`src/rtl/syndrome_detector.sv`:
```
// Serial syndrome computation for the (15,7) majority-logic decoder: r(x) mod g(x) via a division LFSR.
// Optional define SYND_CROSSCHECK_EN adds a parallel syndrome and a synd_mismatch flag.
module syndrome_detector #(
  parameter int         N     = 15,
  parameter int         R     = 8,
  parameter logic [8:0] GPOLY = 9'h1D1
) (
  input  logic         clk,
  input  logic         rst,
  input  logic         in_valid,
  input  logic [N-1:0] in_cw,
  output logic         in_ready,
  output logic [N-1:0] cw_out,
  output logic [R-1:0] syndrome,
  output logic         done,
  output logic         error
`ifdef SYND_CROSSCHECK_EN
  ,
  output logic         synd_mismatch
`endif
);

  localparam int CW = $clog2(N);

  typedef enum logic [1:0] {
    S_IDLE  = 2'd0,
    S_SHIFT = 2'd1,
    S_DONE  = 2'd2
  } state_t;

  state_t         state_q, state_d;
  logic [N-1:0]   sreg_q, sreg_d;
  logic [R-1:0]   lfsr_q, lfsr_d;
  logic [CW-1:0]  cnt_q, cnt_d;
  logic [N-1:0]   cw_q, cw_d;
  logic [R-1:0]   synd_q, synd_d;
  logic           done_q, done_d;
  logic           error_q, error_d;
  logic           ready_q, ready_d;
  logic [R-1:0]   lfsr_step;

`ifdef SYND_CROSSCHECK_EN
  logic [R-1:0]   par_q, par_d;
  logic           mism_q, mism_d;

  // Column i of H is x^i mod g(x); the syndrome is the XOR of the columns selected by set bits.
  function automatic logic [R-1:0] par_syndrome(input logic [N-1:0] cw);
    logic [R-1:0] col;
    logic [R-1:0] acc;
    col = R'(1);
    acc = '0;
    for (int i = 0; i < N; i++) begin
      if (cw[i]) acc = acc ^ col;
      col = {col[R-2:0], 1'b0} ^ (col[R-1] ? GPOLY[R-1:0] : '0);
    end
    return acc;
  endfunction
`endif

  // One Horner step: multiply the remainder by x, fold x^8 back in as g's low terms, add the next bit.
  assign lfsr_step = {lfsr_q[R-2:0], sreg_q[N-1]} ^ (lfsr_q[R-1] ? GPOLY[R-1:0] : '0);

  always_comb begin
    state_d = state_q;
    sreg_d  = sreg_q;
    lfsr_d  = lfsr_q;
    cnt_d   = cnt_q;
    cw_d    = cw_q;
    synd_d  = synd_q;
    done_d  = 1'b0;
    error_d = 1'b0;
`ifdef SYND_CROSSCHECK_EN
    par_d   = par_q;
    mism_d  = mism_q;
`endif
    case (state_q)
      S_IDLE: begin
        if (in_valid) begin
          sreg_d  = in_cw;
          cw_d    = in_cw;
          lfsr_d  = '0;
          cnt_d   = '0;
          state_d = S_SHIFT;
`ifdef SYND_CROSSCHECK_EN
          par_d   = par_syndrome(in_cw);
          mism_d  = 1'b0;
`endif
        end
      end
      S_SHIFT: begin
        sreg_d = {sreg_q[N-2:0], 1'b0};
        lfsr_d = lfsr_step;
        cnt_d  = cnt_q + CW'(1);
        if (cnt_q == CW'(N - 1)) state_d = S_DONE;
      end
      S_DONE: begin
        synd_d  = lfsr_q;
        done_d  = 1'b1;
        error_d = |lfsr_q;
        state_d = S_IDLE;
`ifdef SYND_CROSSCHECK_EN
        mism_d  = (lfsr_q != par_q);
`endif
      end
      default: state_d = S_IDLE;
    endcase
    ready_d = (state_d == S_IDLE);
  end

  always_ff @(posedge clk or posedge rst) begin
    if (rst) begin
      state_q <= S_IDLE;
      sreg_q  <= '0;
      lfsr_q  <= '0;
      cnt_q   <= '0;
      cw_q    <= '0;
      synd_q  <= '0;
      done_q  <= 1'b0;
      error_q <= 1'b0;
      ready_q <= 1'b1;
`ifdef SYND_CROSSCHECK_EN
      par_q   <= '0;
      mism_q  <= 1'b0;
`endif
    end else begin
      state_q <= state_d;
      sreg_q  <= sreg_d;
      lfsr_q  <= lfsr_d;
      cnt_q   <= cnt_d;
      cw_q    <= cw_d;
      synd_q  <= synd_d;
      done_q  <= done_d;
      error_q <= error_d;
      ready_q <= ready_d;
`ifdef SYND_CROSSCHECK_EN
      par_q   <= par_d;
      mism_q  <= mism_d;
`endif
    end
  end

  assign in_ready = ready_q;
  assign cw_out   = cw_q;
  assign syndrome = synd_q;
  assign done     = done_q;
  assign error    = error_q;
`ifdef SYND_CROSSCHECK_EN
  assign synd_mismatch = mism_q;
`endif

endmodule

```
`config.mk`:
```
export PLATFORM = sky130hd
export DESIGN_NAME = syndrome_detector
export DESIGN_NICKNAME = d
export VERILOG_FILES = /design/src/rtl/syndrome_detector.sv
export SDC_FILE = /design/constraint.sdc
export NUM_CORES = 1
export LEC_CHECK = 0
export ABC_AREA = 1
export ABC_CLOCK_PERIOD_IN_PS = 2050
export CAP_MARGIN = 5
export CORE_UTILIZATION = 39
export CTS_CLUSTER_DIAMETER = 80
export DETAILED_ROUTE_END_ITERATION = 8
export HOLD_SLACK_MARGIN = 0.1
export PLACE_DENSITY = 0.64
export SLEW_MARGIN = 5
export SYNTH_ARGS = -nofsm -noshare
export SYNTH_HDL_FRONTEND = slang
export SYNTH_SLANG_ARGS = --single-unit
```
`constraint.sdc`:
```
create_clock -name clk -period 2.05 [get_ports clk]
set_clock_uncertainty 0.2 [all_clocks]
set_input_delay 0.41 -clock clk [delete_from_list [all_inputs] [get_ports clk]]
set_output_delay 0.41 -clock clk [all_outputs]
set_load 0.005 [all_outputs]
```
* Word level (Yosys, flattened, before mapping)
Index checks and enable logic that the tools add are counted.
Word-level totals: flip-flop bits (word level) 55, input bits 18, output and inout bits 26, word-level logic and storage cells 33
Operators by class: add/sub/neg operators 1, eq/ne operators 4, mux-type cells 12, bitwise gates (word level) 1, reductions and logical operators 6
Operators with widths (number):
- 15-bit one-hot mux with 2 select lines | 1
- 8-bit two-way mux | 2
- 8-bit one-hot mux with 2 select lines | 1
- 15-bit two-way mux | 1
- 4-bit one-hot mux with 2 select lines | 1
- 8-bit OR reduction | 1
- 8-bit bitwise XOR | 1
- 4-bit by 1-bit adder with 4-bit output (second input constant) | 1
- 4-bit equality test (second input constant) | 1
- 2-bit zero test | 2
- 2-bit two-way mux | 2
- 4-bit two-way mux | 1
- 2-bit one-hot mux with 2 select lines | 1
- 2-bit AND reduction | 2
- 2-bit by 1-bit equality test with 1-bit output (second input constant) | 1
- 2-bit equality test (second input constant) | 1
- 1-bit two-way mux | 2
- 2-bit != test (second input constant) | 1
- 2-bit nonzero test | 1

* Logic depth before layout (Yosys ltp)
Gate-level depths: netlist (run 1).
depth after elaboration 4, mapped depth 7, gate-level depth less buffers 6

* Worst setup path before layout (run 1)
OpenSTA, ideal clock, no wires.
path type reg2reg, start register cnt_q[0], end register cnt_q[2], data arrival time 0.965 ns, data required time 1.724 ns, path slack 0.759 ns, stages on the path, launching flop included 5, cells stage by stage dfrtp_1 > ha_1 > or2_2 > nand3_1 > o21ai_0
On the way: word-level cells in the longest chain between the ends 2
Ends and longest elaborated chain:
- start, declared | RTL line 34 | logic [CW-1:0] cnt_q, cnt_d;
- start signal, assigned | RTL line 129 | cnt_q <= cnt_d;
- 4-bit by 1-bit adder with 4-bit output | RTL line 93 | cnt_d = cnt_q + CW'(1);
- 4-bit one-hot mux with 2 select lines | RTL line 76 | case (state_q)
Every way passes these cells. A chain may end at the register's enable or synchronous reset.

* Final worst setup path (run 1)
start register ready_q (netlist: in_ready), end output port in_ready
RTL lines:
- start, declared | RTL line 39 | logic ready_q, ready_d;
- start signal, assigned | RTL line 134 | ready_q <= ready_d;
- end, declared | RTL line 12 | output logic in_ready,
No word-level cell between the ends.

==> metrics.csv, run 1 <==
metric,value,unit
final cell count without fillers,357,
Synth warnings,0,
IO Count,44,
startpoint types,register,
"commonest cells after routing, fill and taps aside","nand2_1, dfrtp_1, clkdlybuf4s50_1",
Final Util,51.9,%
Die Width,77.2,µm
routed len/inst,11.4,µm
Critical path buffers and inverters,1,
synthesized cell area,2210,µm²
Ant. Diodes,0,
crit share post-route,93.9,%
full die area,5960,µm²
critical-path cell list,clkdlybuf4s50_1,
maximum vdd drop,0.502,mV
Crit Path Max Fanout,1,
family with the most delay on the worst path,flip-flops,
Hold Crit Class,input pin to asynchronous set/reset pin,
Layout Nets,305,
CP max stage cell,dfstp_2,
Fin. Hold Viols,0,
Setup-failing EPs final,0,
Root Buffer,clkbuf_8,
row count,27,
"worst slack, placed",0.156,ns
Die H,77.2,µm
"Clk Latency, worst-skew pair",0.30,ns
Mapped Cells,237,
1st-pass router iterations,4,
WP data arrival,1.32,ns
FMAX,0.519,GHz
worst slew pin tran,0.623,ns
Worst setup EP type,output pin,
part of the power in the clock network,15.5,%
Via density,4.61,
TritonCTS clock tree,built,
cell count after placement,349,
Syn Nets,258,
leakage,1.42,nW
Setup Crit Path Kind,register to output pin,
total CTS buffers,5,
drt total wl,4060,µm
via count,1645,
Max stage delay on crit path,0.53,ns
grt ovf,0,
"reg-to-reg slack, setup",0.46,ns
"commonest non-fill, non-tap cell in the layout",nand2_1,
HPWL Detailed,2790,µm
final antenna-violating net count,0,
internal power,2.63,mW
setup_tns,0,ns
status,"complete, no violations",
Post-Syn Area per Cell,9.31,µm²
post-CTS setup buffer count,0,
initial antenna violation count,0,
H-tree depth,2,
synth unique cells,20,
final worst slack,0.125,ns
hold_buf cts,0,
core area,5470,µm²
layout cells sized above 1,7.72,%
Layout area overhead,28.8,%
clock-pin slew on the worst setup and hold paths,0.10,ns
first-pass GRT wire length,6910,µm
drt initial violations,152,
RSZ-0062 raised after global routing,false,
Yosys reg bits,55,
combinational share of power,38.7,%
power share of the sequential group,45.8,%
switching share of total power,33.8,%
Critical Path RT,1.44,ns
largest net degree at the start of global routing,56,
post-route minimum period,1.93,ns
sequential area share after synthesis,62.4,%
Switching Power,1.34,mW
number of global-route vias before repair,1480,
CTS max path bufs,2,
clk sinks,55,
# DRC,0,
power per cell area,1400,nW/µm²
Worst slew margin,58.4,%
"Slew Viols, Final",0,
Routability Congestion,0.762,
CTS resizes,0,
maxcap violations,0,
Initial Util,40.3,%
GRT Resource Usage Total,14.7,%
PortBufs,43,
## layer usage
layer / share of wire [%] / vias to the layer above / GRT usage [%]
li1: - / 844 / -
met5: 0 / - / 0
met3: 3.7 / 2 / 3.45
met1: 50 / 768 / 20.8
met4: 0.69 / 0 / 3.96
met2: 46 / 31 / 22.6
## logic make-up (layout without fill, tap and decap cells)
family	count (synthesis)	count (layout)	synth area share [%]
DFF	55	55	62.4
AOI/OAI and AO/OA	19	19	4.59
adders and majority gates	3	3	1.70
and+or+nand+nor	132	132	25.6
buffers and inverters	28	76	5.67
## state kept, by name, summed over array words and instances (netlist names)
name / flops
cnt_q: 4
cw_out: 15
done: 1
error: 1
in_ready: 1
lfsr_q: 8
sreg_q: 15
state_q: 2
syndrome: 8
## final timing paths
| check | from | to | depth (start not counted) |
|---|---|---|---|
| worst max register to register | state_q[1]$_DFF_PP0_ | lfsr_q[6]$_DFFE_PP0P_ | 5 |
| max in group asynchronous | rst | in_ready$_DFF_PP1_ | 3 |
| worst min register to register | sreg_q[0]$_DFFE_PP0P_ | sreg_q[0]$_DFFE_PP0P_ | 2 |
| worst max-delay path | in_ready$_DFF_PP1_ | in_ready | 1 |
| min in group clk | sreg_q[0]$_DFFE_PP0P_ | sreg_q[0]$_DFFE_PP0P_ | 2 |
| worst min-delay path | rst | cw_out[13]$_DFFE_PP0P_ | 3 |
## final cells by class
type | instances | area (µm²)
Clock buffer | 6 | 82.6
Fill cell | 532 | 2630
Inverter | 19 | 71.3
Clock inverter | 2 | 16.3
Multi-Input combinational cell | 154 | 704
Sequential cell | 55 | 1380
Timing Repair Buffer | 49 | 500
Tap cell | 72 | 90.1
## metrics by stage
step / hold slack [ns] / instance area, µm² / power [mW]
2_1_floorplan: 0.242 / 2210 / 2.68
3_3_place_gp: 0.259 / 2740 / 3.36
3_5_place_dp: 0.261 / 2740 / 3.40
4_1_cts: 0.281 / 2840 / 4.02
5_1_grt: 0.289 / 2840 / 4.33
6_report: 0.270 / 2840 / 3.97
## power groups by stage
| stage | clock network (mW) | logic, mW | registers, mW |
|---|---|---|---|
| floorplan | 0 | 0.859 | 1.82 |
| global placement | 0 | 1.52 | 1.84 |
| detailed placement | 0 | 1.56 | 1.84 |
| CTS | 0.633 | 1.57 | 1.82 |
| global route | 0.682 | 1.76 | 1.89 |
| finish | 0.616 | 1.54 | 1.82 |
## worst min-delay path, stage by stage
cell and delay [ns]:
clkdlybuf4s50_1 0.41, inv_2 0.07, buf_12 0.27
## cells in the mapped netlist (all sizes together)
cell type	instances	area, µm²
nand2	86	333
dfrtp	54	1350
nand3	35	175
inv	19	71.3
o21ai	14	70.1
buf	9	53.8
nor2	7	33.8
o22ai	5	31.3
ha	3	37.5
and2	1	6.26
dfstp	1	26.3
nand4	1	6.26
nor3	1	5.00
or2	1	6.26
Power figures use the tool's default switching activity.
==> run 2, diff against run 1 <==
--- a/config.mk
+++ b/config.mk
@@ -7,7 +7,7 @@
 export LEC_CHECK = 0
 export ABC_AREA = 1
 export ABC_CLOCK_PERIOD_IN_PS = 2050
-export CAP_MARGIN = 5
+export CAP_MARGIN = 20
 export CORE_UTILIZATION = 39
 export CTS_CLUSTER_DIAMETER = 80
 export DETAILED_ROUTE_END_ITERATION = 8
==> results of run 2 <==
The final DEF is identical to that of run 1; final timing and power are the same.
